===== config.mk =====
export PLATFORM = sky130hd
export DESIGN_NAME = int_mac_pipe
export DESIGN_NICKNAME = d
export VERILOG_FILES = /design/src/rtl/int_mac_pipe.sv
export SDC_FILE = /design/constraint.sdc
export NUM_CORES = 1
export LEC_CHECK = 0
export BUFFER_PORTS_ARGS = -buffer_cell sky130_fd_sc_hd__buf_2
export CAP_MARGIN = 20
export CORE_MARGIN = 1.5
export CORE_UTILIZATION = 52
export DETAILED_ROUTE_END_ITERATION = 16
export PLACE_DENSITY = 0.79
export SETUP_SLACK_MARGIN = 0.02
export SKIP_CTS_REPAIR_TIMING = 1
export SYNTH_ARGS = -nofsm -noshare
export SYNTH_HDL_FRONTEND = slang
export SYNTH_SLANG_ARGS = --single-unit

===== constraint.sdc =====
create_clock -name clk -period 10.05 [get_ports clk]
set_input_delay 1.5075 -clock clk [delete_from_list [all_inputs] [get_ports clk]]
set_output_delay 1.5075 -clock clk [all_outputs]
set_load 0.01 [all_outputs]

===== src/rtl/int_mac_pipe.sv =====
// int_mac_pipe: pipelined signed/unsigned integer multiply-accumulate unit.
// Stage 1 forms an exact sign-magnitude product, stages 2..N_STAGES-1 delay
// it, and the final stage accumulates into a saturating W_ACC-bit signed
// accumulator, emitting one registered result per first..last group.
module int_mac_pipe #(
    parameter int W_IN_A   = 8,
    parameter int W_IN_B   = 16,
    parameter int W_ACC    = 32,
    parameter int N_STAGES = 3
) (
    input  logic              clk,
    input  logic              rst,
    input  logic              in_valid,
    output logic              in_ready,
    input  logic [W_IN_A-1:0] in_a,
    input  logic [W_IN_B-1:0] in_b,
    input  logic              in_signed,
    input  logic              in_first,
    input  logic              in_last,
    output logic              out_valid,
    input  logic              out_ready,
    output logic [W_ACC-1:0]  out_acc,
    output logic              out_ovf
);

    localparam int W_PROD = W_IN_A + W_IN_B;
    // Registered stages ahead of the accumulate stage; LAST indexes the one
    // feeding the accumulator.
    localparam int N_REG  = N_STAGES - 1;
    localparam int LAST   = N_REG - 1;

    if (W_ACC < W_PROD + 1) begin : g_bad_w_acc
        $error("int_mac_pipe: W_ACC must be >= W_IN_A+W_IN_B+1");
    end
    if (N_STAGES < 2) begin : g_bad_n_stages
        $error("int_mac_pipe: N_STAGES must be >= 2");
    end

    // Magnitude of operand A; the most negative value maps onto 2^(W-1),
    // which still fits the unsigned operand width.
    function automatic logic [W_IN_A-1:0] mag_a(input logic [W_IN_A-1:0] v,
                                                input logic              neg);
        logic [W_IN_A-1:0] m;
        if (neg) begin
            m = ~v + {{(W_IN_A-1){1'b0}}, 1'b1};
        end else begin
            m = v;
        end
        return m;
    endfunction

    // Magnitude of operand B, same rule as operand A.
    function automatic logic [W_IN_B-1:0] mag_b(input logic [W_IN_B-1:0] v,
                                                input logic              neg);
        logic [W_IN_B-1:0] m;
        if (neg) begin
            m = ~v + {{(W_IN_B-1){1'b0}}, 1'b1};
        end else begin
            m = v;
        end
        return m;
    endfunction

    // Pipeline state, index 0 is the product stage.
    logic              st_valid_r [N_REG];
    logic [W_PROD-1:0] st_mag_r   [N_REG];
    logic              st_sign_r  [N_REG];
    logic              st_first_r [N_REG];
    logic              st_last_r  [N_REG];

    logic [W_ACC-1:0]  acc_r;
    logic              ovf_r;
    logic              out_valid_r;
    logic [W_ACC-1:0]  out_acc_r;
    logic              out_ovf_r;

    logic              adv_s;
    logic              accept_s;
    logic              a_neg_s;
    logic              b_neg_s;
    logic [W_IN_A-1:0] a_mag_s;
    logic [W_IN_B-1:0] b_mag_s;
    logic [W_PROD-1:0] prod_s;
    logic              sign_s;
    logic [W_ACC:0]    p_mag_s;
    logic [W_ACC:0]    p_s;
    logic [W_ACC:0]    base_s;
    logic [W_ACC:0]    sum_s;
    logic              sat_s;
    logic [W_ACC-1:0]  acc_next_s;
    logic              ovf_next_s;

    // The whole pipe advances only when the output register can be refilled.
    always_comb begin
        adv_s    = !out_valid_r || out_ready;
        in_ready = adv_s && !rst;
        accept_s = in_valid && in_ready;
    end

    // Stage 1 product: sign-magnitude split, exact unsigned magnitude product.
    always_comb begin
        a_neg_s = in_signed & in_a[W_IN_A-1];
        b_neg_s = in_signed & in_b[W_IN_B-1];
        a_mag_s = mag_a(in_a, a_neg_s);
        b_mag_s = mag_b(in_b, b_neg_s);
        prod_s  = W_PROD'(a_mag_s) * W_PROD'(b_mag_s);
        sign_s  = a_neg_s ^ b_neg_s;
    end

    // Accumulate stage: W_ACC+1-bit sum, clamp on signed overflow, sticky flag.
    always_comb begin
        p_mag_s = {{(W_ACC + 1 - W_PROD){1'b0}}, st_mag_r[LAST]};
        if (st_sign_r[LAST]) begin
            p_s = ~p_mag_s + {{W_ACC{1'b0}}, 1'b1};
        end else begin
            p_s = p_mag_s;
        end
        if (st_first_r[LAST]) begin
            base_s = {(W_ACC + 1){1'b0}};
        end else begin
            base_s = {acc_r[W_ACC-1], acc_r};
        end
        sum_s = base_s + p_s;
        sat_s = sum_s[W_ACC] ^ sum_s[W_ACC-1];
        if (sat_s && sum_s[W_ACC]) begin
            acc_next_s = {1'b1, {(W_ACC-1){1'b0}}};
        end else if (sat_s) begin
            acc_next_s = {1'b0, {(W_ACC-1){1'b1}}};
        end else begin
            acc_next_s = sum_s[W_ACC-1:0];
        end
        if (st_first_r[LAST]) begin
            ovf_next_s = sat_s;
        end else begin
            ovf_next_s = sat_s | ovf_r;
        end
    end

    // Product and delay stages; everything holds while the pipe is stalled.
    always_ff @(posedge clk) begin
        if (rst) begin
            for (int i = 0; i < N_REG; i++) begin
                st_valid_r[i] <= 1'b0;
                st_mag_r[i]   <= {W_PROD{1'b0}};
                st_sign_r[i]  <= 1'b0;
                st_first_r[i] <= 1'b0;
                st_last_r[i]  <= 1'b0;
            end
        end else if (adv_s) begin
            st_valid_r[0] <= accept_s;
            st_mag_r[0]   <= prod_s;
            st_sign_r[0]  <= sign_s;
            st_first_r[0] <= in_first;
            st_last_r[0]  <= in_last;
            for (int i = 1; i < N_REG; i++) begin
                st_valid_r[i] <= st_valid_r[i-1];
                st_mag_r[i]   <= st_mag_r[i-1];
                st_sign_r[i]  <= st_sign_r[i-1];
                st_first_r[i] <= st_first_r[i-1];
                st_last_r[i]  <= st_last_r[i-1];
            end
        end
    end

    // Accumulator and result register; a result is presented only on a last beat.
    always_ff @(posedge clk) begin
        if (rst) begin
            acc_r       <= {W_ACC{1'b0}};
            ovf_r       <= 1'b0;
            out_valid_r <= 1'b0;
            out_acc_r   <= {W_ACC{1'b0}};
            out_ovf_r   <= 1'b0;
        end else if (adv_s) begin
            if (st_valid_r[LAST]) begin
                acc_r <= acc_next_s;
                ovf_r <= ovf_next_s;
                if (st_last_r[LAST]) begin
                    out_valid_r <= 1'b1;
                    out_acc_r   <= acc_next_s;
                    out_ovf_r   <= ovf_next_s;
                end else begin
                    out_valid_r <= 1'b0;
                end
            end else begin
                out_valid_r <= 1'b0;
            end
        end
    end

    assign out_valid = out_valid_r;
    assign out_acc   = out_acc_r;
    assign out_ovf   = out_ovf_r;

endmodule


==> results of run 1 <==
[cell usage after synthesis (all sizes together), types with 2 or more instances]
| cell | n | area share (%) |
|---|---|---|
| and3 | 10 | 0.56 |
| mux2i | 4 | 0.36 |
| a31oi | 7 | 0.39 |
| nand4 | 2 | 0.11 |
| a21oi | 57 | 2.6 |
| nor2 | 200 | 6.7 |
| ha | 79 | 8.9 |
| nor4 | 7 | 0.39 |
| nor3b | 5 | 0.34 |
| edfxtp | 56 | 15 |
| dfxtp | 67 | 12 |
| o2111ai | 2 | 0.16 |
| a41oi | 4 | 0.31 |
| buf | 6 | 0.46 |
| o41a | 4 | 0.44 |
| a21o | 29 | 2.0 |
| nand3 | 11 | 0.54 |
| o21ai | 96 | 4.3 |
| o31a | 2 | 0.16 |
| o31ai | 12 | 0.81 |
| and4 | 2 | 0.16 |
| and2 | 41 | 2.3 |
| o21a | 12 | 0.81 |
| or4 | 2 | 0.17 |
| nand2b | 19 | 1.1 |
| a211oi | 14 | 0.94 |
| o211ai | 10 | 0.67 |
| xor2 | 21 | 1.6 |
| fa | 85 | 15 |
| a22o | 6 | 0.47 |
| inv | 104 | 3.5 |
| or3 | 8 | 0.50 |
| dlygate4sd3 | 2 | 0.18 |
| a311oi | 8 | 0.63 |
| xnor2 | 62 | 4.9 |
| clkbuf | 39 | 1.3 |
| o41ai | 5 | 0.39 |
| maj3 | 3 | 0.30 |
| nor2b | 37 | 2.1 |
| nand3b | 4 | 0.27 |
| nand2 | 100 | 3.4 |
| or2 | 12 | 0.67 |
| a211o | 2 | 0.17 |
| nor3 | 12 | 0.54 |
[area by class of cell]
cell class                      count  area (µm²)
Sequential cell                   123        3020
Tap cell                          275         344
Clock buffer                       17         425
Inverter                          104         390
Fill cell                        1780        8700
Timing Repair Buffer               79         438
Multi-Input combinational cell   1010        7520
Clock inverter                     15         176
[per-layer routing]
metal	GRT usage [%]	vias to the layer above	routed length, µm
met4	7.57	0	386
met5	0	-	0
li1	-	4476	-
met3	2.80	27	1120
met1	30.1	4327	11200
met2	41.6	234	12200
[final timing paths]
kind                                  from                       endpoint  cells past startpoint
min               out_acc[17]$_SDFFE_PP0P_       out_acc[17]$_SDFFE_PP0P_                      2
min reg2reg       out_acc[17]$_SDFFE_PP0P_       out_acc[17]$_SDFFE_PP0P_                      2
max reg2reg  st_mag_r[0][32]$_SDFFCE_PN0P_          acc_r[5]$_SDFFE_PP0P_                     15
max                                in_b[0]  st_mag_r[0][23]$_SDFFCE_PN0P_                     22
[cell families (layout without fill, tap and decap cells)]
| family | Yosys count | in the layout | share of synthesized area [%] |
|---|---|---|---|
| compound gates | 281 | 281 | 16.0 |
| xor+xnor | 83 | 83 | 6.51 |
| fa+ha+maj | 167 | 167 | 24.4 |
| buf+inv | 152 | 215 | 5.56 |
| flops | 123 | 123 | 27.1 |
| mux | 5 | 5 | 0.459 |
| simple gates | 474 | 474 | 19.9 |
[worst max-delay path: stages]
cell      delay, ps
buf_2           130
or4_1           550
nor4_1          370
nand2_1         170
o31ai_1         270
xor2_1          560
nor2_1          150
fa_1            560
fa_1            460
fa_1            550
inv_1            50
fa_1            520
inv_1            40
ha_1            380
a21o_1          210
a21oi_1         120
o21ai_0          90
a221o_1         400
a2111o_1        410
a31oi_1         200
xnor2_1         140
nor2_1           50
[stage by stage]
stage	std cells	setup WS, ps	utilization [%]	cell area, µm²	hold WS [ps]
4_1_cts	1622	2330	58.5	12300	449
6_report	1623	2320	58.6	12300	444
5_1_grt	1623	1910	58.6	12300	470
3_5_place_dp	1590	1890	55.7	11700	434
3_3_place_gp	1590	2030	55.7	11700	428
2_1_floorplan	1285	2510	-	11200	417
[state kept, by name, summed over array words and instances (netlist names)]
register	flops
out_ovf	1
st_valid_r	2
ovf_r	1
st_first_r	2
acc_r	32
out_valid	1
st_sign_r	2
st_last_r	2
st_mag_r	48
out_acc	32
[power groups by stage]
stage	Combinational (W)	Clock [W]	Sequential, W
3_5_place_dp	0.00163	0	0.000660
2_1_floorplan	0.00132	0	0.000653
6_report	0.00164	0.000632	0.000651
3_3_place_gp	0.00157	0	0.000657
4_1_cts	0.00164	0.000638	0.000651
5_1_grt	0.00190	0.000661	0.000657
==> key figures, run 1 <==
Worst setup path
  – WP data arrival: 7900 ps
  – Worst Path Max Fanout: 8
  – Req. time, crit path: 10220 ps
  – Critical Path Sink Type: flip-flop
  – Crit start category: input port
  – R2R Setup Slk: 4580 ps
  – Crit Path Class: in2reg

Route
  – Initial DRC count: 495
  – DRT Pass-1 Iters: 5
  – Residual DRC: 0
  – Final ANT Viol Nets: 0
  – Drt total wl: 25.0 mm
  – Via count: 9064
  – Wire per inst: 15.4 µm
  – Number of vias per cell: 5.58

Synthesis
  – Synth Net Count: 1480
  – Synth unique cells: 69
  – Post-Syn Area: 11200 µm²
  – Synth Instances: 1285
  – Syn_area_per_cell: 8.69 µm²
  – Async S/R FF share, synth: 0%
  – Yosys reg bits: 123
  – Ys flop type: dfxtp_1
  – Post-synth EDFFs: 56
  – Sequential share of the synthesized area: 27.1%
  – Synth warn: 0

Power and ir drop
  – Logic pwr share: 56.2%
  – Overall Power: 0.00293 W
  – P_leak: 5.73 nW
  – Switching Power: 0.00121 W
  – Peak supply drop: 0.141 mV
  – Pwr dens: 238 nW/µm²
  – Internal: 0.00171 W
  – Clock Power Share: 21.6%
  – Power share of the sequential group: 22.2%
  – Sw Ratio: 41.4%

Timing
  – Slew of the pin with the lowest slew margin: 949 ps
  – Final worst path period share: 76.9%
  – Worst Skew: 9.53 ps
  – F_max: 129 MHz
  – Final min period: 7730 ps
  – Slew Limit Fails: 0
  – Final hold viol count: 0
  – Fin Setup TNS: 0 ps
  – Relative slew slack: 36.7%
  – Final setup fails: 0
  – RSZ-0062 raised after global routing: no

CTS
  – Worst-Skew Late Latency: 420 ps
  – CTS tree: built
  – CTS max path bufs: 2
  – CTS sink cnt: 123
  – CTS buffer count: 17
  – Clk root buf: clkbuf_16
  – H-tree Lvls: 4
  – Reg clk slew, reported paths: 60 ps

Run status
  – Status: complete, no violations

Final layout
  – # diodes: 0
  – Commonest cells after routing, fill and taps aside: nor2_1 (200), inv_1 (104), nand2_1 (99)
  – Most common cell after layout, fill and taps aside: nor2_1
  – Layout cells sized above 1: 10.3%
  – Final #Nets: 1530
  – P&R area growth vs syn: 10.3%

Min path
  – HP Class: reg2reg

Run
  – Max-cap violation count: 0

Placed design
  – Post-DP HPWL: 18.9 mm
  – Port Buffer Count: 65
  – Routability Congestion: 0.911

Global routing
  – Global-route wire length before repair: 42.4 mm
  – Vias in the first global route: 8938
  – Initial antenna violation count: 0
  – Remaining global-route overflow: 0
  – Largest net degree at the start of global routing: 57
  – Total GRT Usage: 23.6%

Floorplanning
  – Die area: 22400 µm²
  – I/O pins: 66
  – Cell Rows: 53
  – Placeable Area: 21000 µm²
  – Initial core utilization: 53.1%
  – Die width: 150 µm
  – Die Ht: 150 µm
(Power assumes the default switching activity.)
==> inputs of run 2 (changes only) <==
--- a/config.mk
+++ b/config.mk
@@ -5,12 +5,13 @@
 export SDC_FILE = /design/constraint.sdc
 export NUM_CORES = 1
 export LEC_CHECK = 0
+export ABC_AREA = 1
 export BUFFER_PORTS_ARGS = -buffer_cell sky130_fd_sc_hd__buf_2
 export CAP_MARGIN = 20
 export CORE_MARGIN = 1.5
 export CORE_UTILIZATION = 52
 export DETAILED_ROUTE_END_ITERATION = 16
-export PLACE_DENSITY = 0.79
+export PLACE_DENSITY = 0.78
 export SETUP_SLACK_MARGIN = 0.02
 export SKIP_CTS_REPAIR_TIMING = 1
 export SYNTH_ARGS = -nofsm -noshare
==> constraint.sdc (replaced) <==
create_clock -name clk -period 7.6 [get_ports clk]
set_input_delay 1.14 -clock clk [delete_from_list [all_inputs] [get_ports clk]]
set_output_delay 1.14 -clock clk [all_outputs]
set_load 0.01 [all_outputs]
==> run 2 against run 1 <==
Clock-buffer cell count rose by 1. Design area rose by 11%. Worst hold slack improved by 94 ps. Flip-flop and latch count did not move. Global-route usage rose by 3.2 points. Synthesized cell count rose by 43%. Register-to-register slack got worse by 1700 ps. Critical path type unchanged. Die area rose by 12%. Power rose by 37%.
==> key figures, run 2 <==
CTS
  – CTS tree: built
  – Worst-Skew Late Latency: 430 ps
  – CTS sink cnt: 123
  – CTS max path bufs: 2
  – H-tree Lvls: 4
  – CTS buffer count: 17
  – Reg clk slew, reported paths: 70 ps
  – Clk root buf: clkbuf_16

Synthesis
  – Most common library cells after synthesis: inv_1 (386), nand2_1 (361), nor2_1 (311)
  – Async S/R FF share, synth: 0%
  – Synth warn: 0
  – Most frequent cell after synthesis: inv_1
  – Share of the synthesized area in the top cell type: 13.5%
  – Sequential share of the synthesized area: 24.0%
  – Yosys reg bits: 123
  – Ys flop type: dfxtp_1
  – Post-Syn Area: 12600 µm²
  – Area contributors post-synth: fa_1 (14%), edfxtp_1 (13%), inv_1 (12%)
  – Synth Net Count: 2036
  – Biggest area consumer among synthesized cells: fa_1
  – Synth unique cells: 40
  – Syn_area_per_cell: 6.84 µm²
  – Synth Instances: 1841
  – Post-synth EDFFs: 56

Min path
  – HP Class: reg2reg
  – Hold depth: 2
  – Worst Hold Path EP: out_ovf$_SDFFE_PP0P_
  – Hold path start: out_ovf$_SDFFE_PP0P_

Timing
  – Final min period: 6720 ps
  – Slew of the pin with the lowest slew margin: 1000 ps
  – Final setup fails: 0
  – RSZ-0062 raised after global routing: no
  – Min Hold Slack: 538 ps
  – Relative slew slack: 33.1%
  – Final worst path period share: 88.4%
  – Slew Limit Fails: 0
  – Worst Skew: 16.0 ps
  – Final hold viol count: 0
  – Fin Setup TNS: 0 ps
  – F_max: 149 MHz

Power and ir drop
  – Logic pwr share: 58.8%
  – Internal: 0.00209 W
  – Clock Power Share: 19.8%
  – Pwr dens: 291 nW/µm²
  – P_leak: 7.55 nW
  – Sw Ratio: 47.7%
  – Power share of the sequential group: 21.4%
  – Peak supply drop: 0.267 mV
  – Switching Power: 0.00191 W

Run
  – Max-cap violation count: 0

Placed design
  – Routability Congestion: 0.963
  – Post-DP HPWL: 24.9 mm
  – Placed insts: 2186
  – Port Buffer Count: 65

Route
  – Residual DRC: 0
  – Number of vias per cell: 5.15
  – Final ANT Viol Nets: 0
  – Drt total wl: 31.5 mm
  – DRT Pass-1 Iters: 6
  – Initial DRC count: 935
  – Via count: 11400
  – Wire per inst: 14.2 µm

Worst setup path
  – Critical Path Sink Type: flip-flop
  – FF-to-FF path depth: 22
  – Worst Path Max Fanout: 14
  – Req. time, crit path: 7850 ps
  – Crit start category: input port
  – Reg2reg start: st_mag_r[0][26]$_SDFFCE_PN0P_
  – Slowest-stage cell, CP: fa_1
  – Crit Path Class: in2reg
  – Most frequent CP cell: inv_1
  – Worst path cell trace: buf_2 > inv_1 > ha_1 > inv_1 > nor3_1 > inv_1 > nand2_1 > xor2_1 > inv_1 > nor2_1 > fa_1 > fa_1 > fa_1 > inv_1 > fa_1 > inv_1 > ha_1 > a21oi_1 > o21ai_0 > a221oi_1 > nand3_1 > or2_2 > a21oi_1
  – R2R Setup Slk: 2910 ps
  – WP data arrival: 6970 ps
  – Crit path buffers/inverters: 7
  – Cell class contributing the biggest share of worst-path delay: adder cells
  – Largest stage delay on the critical path: 550 ps
  – FF-to-FF End: acc_r[6]$_SDFFE_PP0P_

Floorplanning
  – Die Ht: 159 µm
  – Placeable Area: 23600 µm²
  – Die width: 159 µm
  – I/O pins: 66
  – Cell Rows: 56
  – Die area: 25100 µm²
  – Initial core utilization: 53.3%

Global routing
  – Global-route wire length before repair: 53.2 mm
  – Total GRT Usage: 26.9%
  – Vias in the first global route: 11200
  – Initial antenna violation count: 0
  – Largest net degree at the start of global routing: 65
  – Remaining global-route overflow: 0

Final layout
  – # diodes: 0
  – Most common cell after layout, fill and taps aside: inv_1
  – Final #Nets: 2081
  – Top reg by flops: st_mag_r
  – Fill count: 2287
  – Multi-input logic area: 7860 µm²
  – Reg area: 3020 µm²
  – Layout cells sized above 1: 9.16%
  – P&R area growth vs syn: 9.02%
  – Fin util: 58.1%
  – Post-Layout Cell Count: 2218
  – Commonest cells after routing, fill and taps aside: inv_1 (386), nand2_1 (360), nor2_1 (311)
  – Max FFs per register: 48

Run status
  – Status: complete, no violations
==> run 2: worst max-delay path by stage <==
stage	slack, ps	startpoint	to	depth (start not counted)
5_1_grt	380	in_b[0]	st_mag_r[0][23]$_SDFFCE_PN0P_	24
3_5_place_dp	490	in_b[0]	st_mag_r[0][23]$_SDFFCE_PN0P_	24
6_report	880	in_a[0]	st_mag_r[0][23]$_SDFFCE_PN0P_	23
2_1_floorplan	1200	in_a[0]	st_mag_r[0][13]$_SDFFCE_PN0P_	24
3_3_place_gp	560	in_b[0]	st_mag_r[0][23]$_SDFFCE_PN0P_	24
4_1_cts	900	in_b[0]	st_mag_r[0][23]$_SDFFCE_PN0P_	24
==> run 2: cells by family (layout without fill, tap and decap cells) <==
logic type	Yosys count	in the layout	synth area share (%)
buffers and inverters	439	497	13.5
AOI/OAI and AO/OA	205	205	8.85
and+or+nand+nor	855	855	28.3
adders and majority gates	164	164	21.4
DFF	123	123	24.0
xor gates and xnor gates	55	55	3.89
==> run 2: per-stage QoR <==
stage          worst slack [ps]  cell area (µm²)  power, W
6_report                    884            13700   0.00400
3_3_place_gp                556            13100   0.00318
5_1_grt                     383            13700   0.00440
4_1_cts                     898            13700   0.00400
3_5_place_dp                489            13100   0.00318
2_1_floorplan              1200            12600   0.00264
==> run 2: power groups by stage <==
| stage | registers [W] | logic [W] | clock network (W) |
|---|---|---|---|
| 3_5_place_dp | 0.000868 | 0.00231 | 0 |
| 6_report | 0.000854 | 0.00235 | 0.000794 |
| 4_1_cts | 0.000854 | 0.00234 | 0.000805 |
| 3_3_place_gp | 0.000865 | 0.00231 | 0 |
| 5_1_grt | 0.000862 | 0.00271 | 0.000829 |
| 2_1_floorplan | 0.000855 | 0.00179 | 0 |
==> run 2: worst reg2reg max path: stages, from the launching register on <==
cell and delay [ps]:
edfxtp_1 410, inv_1 100, nand3_1 100, nor2_1 250, nand2_1 120, nor3_1 250
nand2_1 130, nor3_1 220, nand2_1 140, o21ai_0 260, xnor2_1 110, ha_1 380
nand2_1 130, inv_1 40, a21oi_1 210, nand2_1 130, a21oi_2 180, nand3_1 100
nand2_1 90, nand3_2 710, nand3_1 420, nand2_1 100, inv_1 60
==> run 2: area by class of cell <==
class / instances / share of cell area (%)
clock buffers: 18 / 3.28
clock inverters: 14 / 0.912
inverters: 391 / 10.7
multi-input cells: 1279 / 57.3
flip-flops and latches: 123 / 22.0
well taps: 319 / 2.91
repair buffers: 74 / 2.86
==> run 2: per-layer routing <==
layer	global-route usage [%]	part of all wire [%]	up-vias
met3	3.29	5.3	43
met2	47.1	48	318
met5	0	0	-
li1	-	-	5729
met4	7.25	1.8	0
met1	34.9	44	5331
==> inputs of run 3 (changes only) <==
--- a/config.mk
+++ b/config.mk
@@ -6,7 +6,7 @@
 export NUM_CORES = 1
 export LEC_CHECK = 0
 export ABC_AREA = 1
-export BUFFER_PORTS_ARGS = -buffer_cell sky130_fd_sc_hd__buf_2
+export BUFFER_PORTS_ARGS = -buffer_cell sky130_fd_sc_hd__clkbuf_2
 export CAP_MARGIN = 20
 export CORE_MARGIN = 1.5
 export CORE_UTILIZATION = 52
==> run 3 against run 2 <==
Clock-buffer cell count is 1 lower. Worst setup slack worse by 15 ps. Sequential share of layout area hardly changed. Routed wire length is 0.69% higher. Global-route usage is 0.35 points higher. First-iteration DRC count is 0.86% lower. Via count is 0.17% lower. Die area stayed put. Largest cell class unchanged. Design area hardly changed. Critical endpoint is now st_mag_r[0][13]$_SDFFCE_PN0P_.
==> key figures, run 3 (synthesis gave the netlist of run 2 again) <==
Run status
  – Status: complete, no violations

Timing
  – Final hold viol count: 0
  – RSZ-0062 raised after global routing: no
  – Slew Limit Fails: 0
  – Final worst path period share: 88.6%
  – F_max: 149 MHz
  – Slew of the pin with the lowest slew margin: 1120 ps
  – Worst Setup Slack, final: 869 ps
  – Final setup fails: 0
  – Fin Setup TNS: 0 ps
  – Worst Skew: 19.3 ps
  – Final min period: 6730 ps
  – Relative slew slack: 25.3%

Min path
  – HP Class: reg2reg
  – Hold path start: ovf_r$_SDFFE_PP0P_
  – Hold depth: 2
  – Worst Hold Path EP: ovf_r$_SDFFE_PP0P_

Floorplanning
  – Placeable Area: 23600 µm²
  – Die Ht: 159 µm
  – Cell Rows: 56
  – Die area: 25100 µm²
  – I/O pins: 66
  – Die width: 159 µm
  – Initial core utilization: 53.3%

Power and ir drop
  – Logic pwr share: 58.7%
  – Internal: 0.00211 W
  – Clock Power Share: 20.1%
  – Peak supply drop: 0.242 mV
  – Sw Ratio: 47.7%
  – P_leak: 7.53 nW
  – Switching Power: 0.00192 W
  – Overall Power: 0.00403 W
  – Pwr dens: 293 nW/µm²
  – Power share of the sequential group: 21.2%

CTS
  – H-tree Lvls: 4
  – CTS tree: built
  – CTS sink cnt: 123
  – Clk root buf: clkbuf_16
  – CTS buffer count: 17
  – Worst-Skew Late Latency: 430 ps
  – CTS max path bufs: 2
  – Reg clk slew, reported paths: 60 ps

Placed design
  – Post-Place Setup Slack: 464 ps
  – Post-DP HPWL: 25.2 mm
  – Routability Congestion: 1.01
  – Port Buffer Count: 65
  – DP Area: 13200 µm²

Global routing
  – Largest net degree at the start of global routing: 65
  – Initial antenna violation count: 0
  – Total GRT Usage: 27.2%
  – Global-route wire length before repair: 53.6 mm
  – Remaining global-route overflow: 0
  – Vias in the first global route: 11200

Final layout
  – # diodes: 0
  – Max FFs per register: 48
  – Most common cell after layout, fill and taps aside: inv_1
  – Final #Nets: 2082
  – Fill count: 2256
  – Top reg by flops: st_mag_r
  – P&R area growth vs syn: 9.09%
  – Commonest cells after routing, fill and taps aside: inv_1 (386), nand2_1 (360), nor2_1 (311)
  – Layout cells sized above 1: 9.21%
  – Post-route cell area: 13700 µm²
  – Fin util: 58.1%

Route
  – DRT Pass-1 Iters: 6
  – Number of vias per cell: 5.14
  – Via count: 11400
  – Final ANT Viol Nets: 0
  – Wire per inst: 14.3 µm
  – Residual DRC: 0
  – Initial DRC count: 927
  – Drt total wl: 31.7 mm

Worst setup path
  – Crit path buffers/inverters: 8
  – Crit start category: input port
  – Most frequent CP cell: inv_1
  – Reg2reg start: st_mag_r[0][26]$_SDFFCE_PN0P_
  – Worst path cell trace: clkbuf_2 > inv_1 > ha_1 > inv_1 > nor3_1 > inv_1 > nand2_1 > xor2_1 > inv_1 > nor2_1 > fa_1 > fa_1 > fa_1 > inv_1 > fa_1 > inv_1 > ha_1 > inv_1 > o21bai_1 > a21oi_1 > o21ai_1 > a21oi_1 > or2_2 > a21oi_1
  – Cell class contributing the biggest share of worst-path delay: adder cells
  – Worst Path Max Fanout: 14
  – FF-to-FF End: acc_r[7]$_SDFFE_PP0P_
  – Req. time, crit path: 7840 ps
  – Crit Path Class: in2reg
  – Critical Path Sink Type: flip-flop
  – WP data arrival: 6970 ps
  – Slowest-stage cell, CP: fa_1
  – Largest stage delay on the critical path: 540 ps
  – FF-to-FF path depth: 22
  – R2R Setup Slk: 3050 ps

Run
  – Max-cap violation count: 0
## run 3: cell count changes in the layout (fill, tap and decap cells not counted), moves of 2 or more
cell / change
clkbuf_2: +65
clkinv_4: -2
inv_6: +3
buf_2: -65
## run 3: how the worst max path moves through the flow
stage	startpoint	end	slack (ps)	depth (start not counted)
2_1_floorplan	in_a[0]	st_mag_r[0][13]$_SDFFCE_PN0P_	1200	24
3_3_place_gp	in_a[0]	st_mag_r[0][14]$_SDFFCE_PN0P_	600	24
3_5_place_dp	in_b[0]	st_mag_r[0][23]$_SDFFCE_PN0P_	460	24
4_1_cts	in_b[0]	st_mag_r[0][23]$_SDFFCE_PN0P_	900	24
5_1_grt	in_a[0]	st_mag_r[0][13]$_SDFFCE_PN0P_	460	24
6_report	in_a[0]	st_mag_r[0][13]$_SDFFCE_PN0P_	870	24
## run 3: metrics by stage
stage	hold WS, ps	std cells
global route	575	2219
floorplan	494	1841
CTS	537	2219
finish	537	2219
global placement	509	2187
detailed placement	518	2187
## run 3: metal layers
metal	track usage, %	vias up	routed length (µm)
li1	-	5731	-
met1	35.2	5245	14000
met2	46.0	361	15000
met3	4.33	65	1870
met4	9.57	0	818
met5	0	-	0
## run 3: area by class of cell
class	count	area [µm²]	share of cell area (%)
clock buffer	17	425	3.10
clock inverter	15	151	1.10
inverter	391	1470	10.7
multi-input combinational	1279	7860	57.3
sequential	123	3020	22.0
tap	319	399	2.91
timing repair buffer	75	400	2.92
## run 3: power groups by stage
stage	Combinational (W)	Sequential, W	Clock, W
3_5_place_dp	0.00233	0.000867	0
5_1_grt	0.00270	0.000862	0.000849
6_report	0.00236	0.000853	0.000810
3_3_place_gp	0.00231	0.000863	0
4_1_cts	0.00235	0.000853	0.000816
2_1_floorplan	0.00179	0.000855	0
## run 3: worst register-to-register path, cell delays in order (launching register included)
cell	delay, ps
edfxtp_1	400
inv_1	90
nand3_1	90
nor2_1	240
nand2_1	110
nor3_1	220
nand2_1	110
nor3_1	250
nand2_1	130
o21ai_0	250
xnor2_1	110
ha_1	360
nand2_1	140
inv_1	50
a21oi_1	210
nand2_1	140
a21oi_2	200
nand3_1	90
nand2_1	80
nand3_2	700
nand3_1	370
nand2_1	90
inv_1	70
